$ cat src/rtl/imem_loader.sv
`timescale 1ns/1ps
// imem_loader: assembles a big-endian byte stream (16-bit word count, then words) into IMEM writes, then soft-resets and powers the CPU.
// Latency: writeI one cycle after the 4th byte of a word; 5 cycles per word at full rate; softReset RST_CYCLES, then power.
// Backpressure: rx_ready is a registered state decode, low during WRITE/RST/RUN/ERR/IDLE; rx_valid low stalls indefinitely.
// Optional trailing XOR checksum byte enabled by defining IMEM_LOADER_CHECKSUM_EN.
module imem_loader #(
    parameter int MAX_WORDS  = 256,
    parameter int RST_CYCLES = 2
) (
    input  logic        clk,
    input  logic        reset,
    input  logic        start,
    input  logic [7:0]  rx_data,
    input  logic        rx_valid,
    output logic        rx_ready,
    output logic        writeI,
    output logic [31:0] dataI,
    output logic [31:0] TPC,
    output logic        softReset,
    output logic        power,
    output logic        busy,
    output logic        done,
    output logic        err
);

    localparam int          RCW      = (RST_CYCLES > 1) ? $clog2(RST_CYCLES) : 1;
    localparam logic [RCW-1:0] RST_LAST = RCW'(RST_CYCLES - 1);
    localparam logic [16:0] MAX_W    = 17'(MAX_WORDS);

    typedef enum logic [3:0] {
        S_IDLE,
        S_CNT_HI,
        S_CNT_LO,
        S_BYTES,
        S_WRITE,
`ifdef IMEM_LOADER_CHECKSUM_EN
        S_CHK,
`endif
        S_RST,
        S_RUN,
        S_ERR
    } state_t;

    state_t         state_q, state_d;
    logic [1:0]     bcnt_q, bcnt_d;
    logic [15:0]    wcnt_q, wcnt_d;
    logic [31:0]    data_q, data_d;
    logic [31:0]    tpc_q, tpc_d;
    logic [RCW-1:0] rcnt_q, rcnt_d;
    logic           rx_ready_q, writei_q, srst_q, power_q, busy_q, done_q, err_q;
    logic           accept;
    logic [15:0]    n_words;
    // State after all words are written (or immediately for an empty image).
    state_t         after_words;
`ifdef IMEM_LOADER_CHECKSUM_EN
    logic [7:0]     csum_q, csum_d;
    assign after_words = S_CHK;
`else
    assign after_words = S_RST;
`endif

    assign accept  = rx_valid && rx_ready_q;
    assign n_words = {wcnt_q[15:8], rx_data};

    // Next-state and datapath update; start overrides everything, including a same-cycle byte.
    always_comb begin
        state_d = state_q;
        bcnt_d  = bcnt_q;
        wcnt_d  = wcnt_q;
        data_d  = data_q;
        tpc_d   = tpc_q;
        rcnt_d  = '0;
`ifdef IMEM_LOADER_CHECKSUM_EN
        csum_d  = csum_q;
`endif
        if (start) begin
            state_d = S_CNT_HI;
            bcnt_d  = 2'd0;
            wcnt_d  = 16'd0;
            tpc_d   = 32'd0;
`ifdef IMEM_LOADER_CHECKSUM_EN
            csum_d  = 8'd0;
`endif
        end else begin
`ifdef IMEM_LOADER_CHECKSUM_EN
            if (accept && state_q != S_CHK) csum_d = csum_q ^ rx_data;
`endif
            case (state_q)
                S_CNT_HI: if (accept) begin
                    wcnt_d  = {rx_data, 8'h00};
                    state_d = S_CNT_LO;
                end
                S_CNT_LO: if (accept) begin
                    wcnt_d = n_words;
                    if ({1'b0, n_words} > MAX_W) state_d = S_ERR;
                    else if (n_words == 16'd0)   state_d = after_words;
                    else                         state_d = S_BYTES;
                end
                S_BYTES: if (accept) begin
                    data_d = {data_q[23:0], rx_data};
                    bcnt_d = bcnt_q + 2'd1;
                    if (bcnt_q == 2'd3) state_d = S_WRITE;
                end
                S_WRITE: begin
                    tpc_d   = tpc_q + 32'd4;
                    wcnt_d  = wcnt_q - 16'd1;
                    state_d = (wcnt_q == 16'd1) ? after_words : S_BYTES;
                end
`ifdef IMEM_LOADER_CHECKSUM_EN
                S_CHK: if (accept) begin
                    state_d = (rx_data == csum_q) ? S_RST : S_ERR;
                end
`endif
                S_RST: begin
                    if (rcnt_q == RST_LAST) state_d = S_RUN;
                    else                    rcnt_d  = rcnt_q + RCW'(1);
                end
                default: ;
            endcase
        end
    end

    // State, datapath and registered output flags (decoded from the next state).
    always_ff @(posedge clk or negedge reset) begin
        if (!reset) begin
            state_q    <= S_IDLE;
            bcnt_q     <= '0;
            wcnt_q     <= '0;
            data_q     <= '0;
            tpc_q      <= '0;
            rcnt_q     <= '0;
            rx_ready_q <= 1'b0;
            writei_q   <= 1'b0;
            srst_q     <= 1'b0;
            power_q    <= 1'b0;
            busy_q     <= 1'b0;
            done_q     <= 1'b0;
            err_q      <= 1'b0;
`ifdef IMEM_LOADER_CHECKSUM_EN
            csum_q     <= '0;
`endif
        end else begin
            state_q    <= state_d;
            bcnt_q     <= bcnt_d;
            wcnt_q     <= wcnt_d;
            data_q     <= data_d;
            tpc_q      <= tpc_d;
            rcnt_q     <= rcnt_d;
`ifdef IMEM_LOADER_CHECKSUM_EN
            csum_q     <= csum_d;
            rx_ready_q <= state_d inside {S_CNT_HI, S_CNT_LO, S_BYTES, S_CHK};
`else
            rx_ready_q <= state_d inside {S_CNT_HI, S_CNT_LO, S_BYTES};
`endif
            writei_q   <= (state_d == S_WRITE);
            srst_q     <= (state_d == S_RST);
            power_q    <= (state_d == S_RUN);
            busy_q     <= !(state_d inside {S_IDLE, S_RUN, S_ERR});
            done_q     <= (state_d == S_RUN);
            err_q      <= (state_d == S_ERR);
        end
    end

    assign rx_ready  = rx_ready_q;
    assign writeI    = writei_q;
    assign dataI     = data_q;
    assign TPC       = tpc_q;
    assign softReset = srst_q;
    assign power     = power_q;
    assign busy      = busy_q;
    assign done      = done_q;
    assign err       = err_q;

endmodule

$ cat config.mk
export PLATFORM = sky130hd
export DESIGN_NAME = imem_loader
export DESIGN_NICKNAME = d
export VERILOG_FILES = /design/src/rtl/imem_loader.sv
export SDC_FILE = /design/constraint.sdc
export NUM_CORES = 1
export LEC_CHECK = 0
export ABC_AREA = 1
export BUFFER_PORTS_ARGS = -buffer_cell sky130_fd_sc_hd__buf_2
export CAP_MARGIN = 20
export CORE_MARGIN = 5
export CORE_UTILIZATION = 51
export CTS_CLUSTER_DIAMETER = 200
export DETAILED_ROUTE_END_ITERATION = 6
export GPL_TIMING_DRIVEN = 0
export MAX_ROUTING_LAYER = met4
export PLACE_DENSITY = 0.76
export SYNTH_ARGS = -nofsm -noshare
export SYNTH_HDL_FRONTEND = slang
export SYNTH_SLANG_ARGS = --single-unit
$ cat constraint.sdc
create_clock -name clk -period 1.7 [get_ports clk]
set_clock_uncertainty 0.2 [all_clocks]
set_input_delay 0.085 -clock clk [delete_from_list [all_inputs] [get_ports clk]]
set_output_delay 0.085 -clock clk [all_outputs]
set_load 0.05 [all_outputs]
==> out/metrics.yaml <==
outcome: "finished, violations left"
violations: "setup timing"
htree_levels: 3
gr-max-usage-layer: "met2"
p_sw_share_pct: 48.6
power_frac_comb_pct: 53.7
drc_errors: 0
crit_arrival_ps: 2060
grt_max_degree: 69
grt_pass1_vias: 4730
ys_seq_area_share_pct: 45.6
cts-root-buf: "clkbuf_8"
numCtsBuffers: 9
layout_common_cells: "nand2_1 (100), buf_2 (82), inv_1 (67)"
pre_cts_ws_ps: -248
final_core_util_pct: 74.9
drt-total-wl_mm: 16.2
grtUsageMet1_pct: 32.1
dieArea_um2: 11900
layout_setup_ws_ps: -263
ys_ff_latch: 91
synth_xor_area_share_pct: 0.527
rr_worst_depth: 11
rsz0062_at_grt: "true"
dieHeight_um: 109
synthMuxAreaShare_pct: 1.81
die_w_um: 109
synth_compound_area_share_pct: 13.4
ys.warnings.count: 0
finalSetupViolations: 73
portBuffers: 80
synth-main-ff-cell: "dfrtp_1"
grt_pass1_wl_mm: 22.6
grt_util_all_layers_pct: 24.7
clock.fmax_ghz: 0.509
gp_congestion: 0.951
use_met3_pct: 3.08
drtPass1Iterations: 6
ios: 83
netSwitchingPower_mw: 4.86
p_int_mw: 5.13
antenna_found_initial: 0
place_hpwl_mm: 9.58
start_util_pct: 51.8
cp.required_ps: 1790
cts_tree: "built"
hp-class: "input port to flip-flop"
clockPowerShare_pct: 15.4
synth_cell_type_count: 42
hold_viol: 0
fin_tns_setup_ps: -6250
end_kind: "flip-flop"
n_antenna_cell: 0
placed_cells: 864
vias: 5355
core-area_um2: 9640
synth_top_family_by_area: "simple AND/OR/NAND/NOR gates"
finalNonFillerCells: 956
slew_headroom_pct: 54.6
period_minus_slack_ps: 1960
p_per_area_nw_per_um2: 1380
path_clk_slew_ps: 100
synth-simple-area-share_pct: 28.8
synth_edf_count: 0
fin_crit_sh_pct: 115
final_common_cell: "nand2_1"
p_seq_share_pct: 30.9
vias_per_cell: 5.60
worst-path-max-fanout: 4
irDropWorstVdd_v: 0.000865
placed_area_um2: 5690
async_reset_ff_share_pct: 100
post_drt_wl_per_cell_um: 16.9
path_class: "flip-flop to flip-flop"
synthCells: 649
use_met2_pct: 39.6
start_kind: "flip-flop"
stdcell_area_um2: 7220
drt_iter0_drc: 602
syn_area_um2: 4990
clk_latency_ps: 380
clockBufferDepth: 2
clkSinkCount: 91
avgSynthCellArea_um2: 7.69
nets: 834
drive_gt1_share_pct: 44.5
hold_depth: 3
antenna_left: 0
slew_viol_final: 0
grt_overflow: 0
max_slew.worst_pin.slew_ps: 681
power.leakage_nw: 3.64
synthAdderAreaFrac_pct: 1.00
rows: 36
drv_cap: 0
syn_to_final_growth_pct: 44.6
## layer usage
metal / up-vias / wire, um
li1: 2468 / -
met1: 2533 / 6490
met2: 287 / 7970
met3: 67 / 1190
met4: 0 / 563
met5: - / 0
## layout make-up
| cell class | instances | area, um2 |
|---|---|---|
| Sequential cell | 91 | 2320 |
| Buffer | 17 | 134 |
| Inverter | 88 | 337 |
| Tap cell | 133 | 166 |
| Clock buffer | 10 | 138 |
| Fill cell | 683 | 2420 |
| Multi-Input combinational cell | 453 | 2920 |
| Timing Repair Buffer | 158 | 1140 |
| Clock inverter | 6 | 63.8 |
## Yosys cell counts, types with 7 or more instances
master   count  area, um2
inv_1       81        304
o21ai_0     73        365
nand3_1     40        200
nand4_1     14       87.6
nand2_1    134        503
buf_2        7       35.0
mux2_2       8       90.1
nor2_1      78        293
a21oi_1     28        140
dfrtp_1     91       2280
nor3_1      20        100
## final timing paths
kind	slack, ps	endpoint	from
max	-260	TPC[23]	state_q[2]
min	60	TPC[20]	start
max reg2reg	-260	TPC[23]	state_q[2]
min reg2reg	290	dataI[28]	dataI[28]
max in group asynchronous	220	dataI[23]	reset
min in group asynchronous	530	dataI[19]	reset
## state kept, by name, indices dropped and copies added, names as in the netlist
register	count
dataI	32
TPC	30
wcnt_q	16
state_q	4
bcnt_q	2
busy	1
done	1
err	1
rcnt_q	1
rx_ready	1
softReset	1
writeI	1
## critical path, stage by stage (launching register included)
cell	delay, ps
dfrtp_2	440
inv_2	80
nor2_4	120
nand3_4	100
buf_12	150
nor2_4	110
nand2_4	100
nor2_4	160
nand2_4	100
nor2_4	90
o21ai_1	70
a21oi_1	160
## per-stage QoR
| step | power, mW | hold slack [ps] |
|---|---|---|
| 4_1_cts | 9.24 | 29.9 |
| 3_3_place_gp | 7.19 | 231 |
| 6_report | 9.99 | 61.0 |
| 3_5_place_dp | 7.32 | -182 |
| 2_1_floorplan | 6.33 | -411 |
| 5_1_grt | 10.6 | 69.4 |
## timing repair
item	in CTS	in global routing
pin swaps	18	49
hold buffers	11	0
endpoints found under the hold margin	112	0
gates resized for setup	58	176
setup endpoints to repair	82	94
gates cloned	0	3
setup buffers	22	41
## power groups by stage
stage,clock network (mW),logic [mW],registers [mW]
3_5_place_dp,0,4.22,3.10
2_1_floorplan,0,2.03,4.30
3_3_place_gp,0,4.12,3.07
5_1_grt,1.66,5.77,3.15
4_1_cts,1.55,4.63,3.07
6_report,1.54,5.37,3.09
## cells by family after synthesis
family	Yosys count
other cells	1
xor+xnor	3
simple gates	316
buf+inv	106
flops	91
fa+ha+maj	4
mux	8
compound gates	120
No activity file was read; power rests on OpenSTA's default activity.
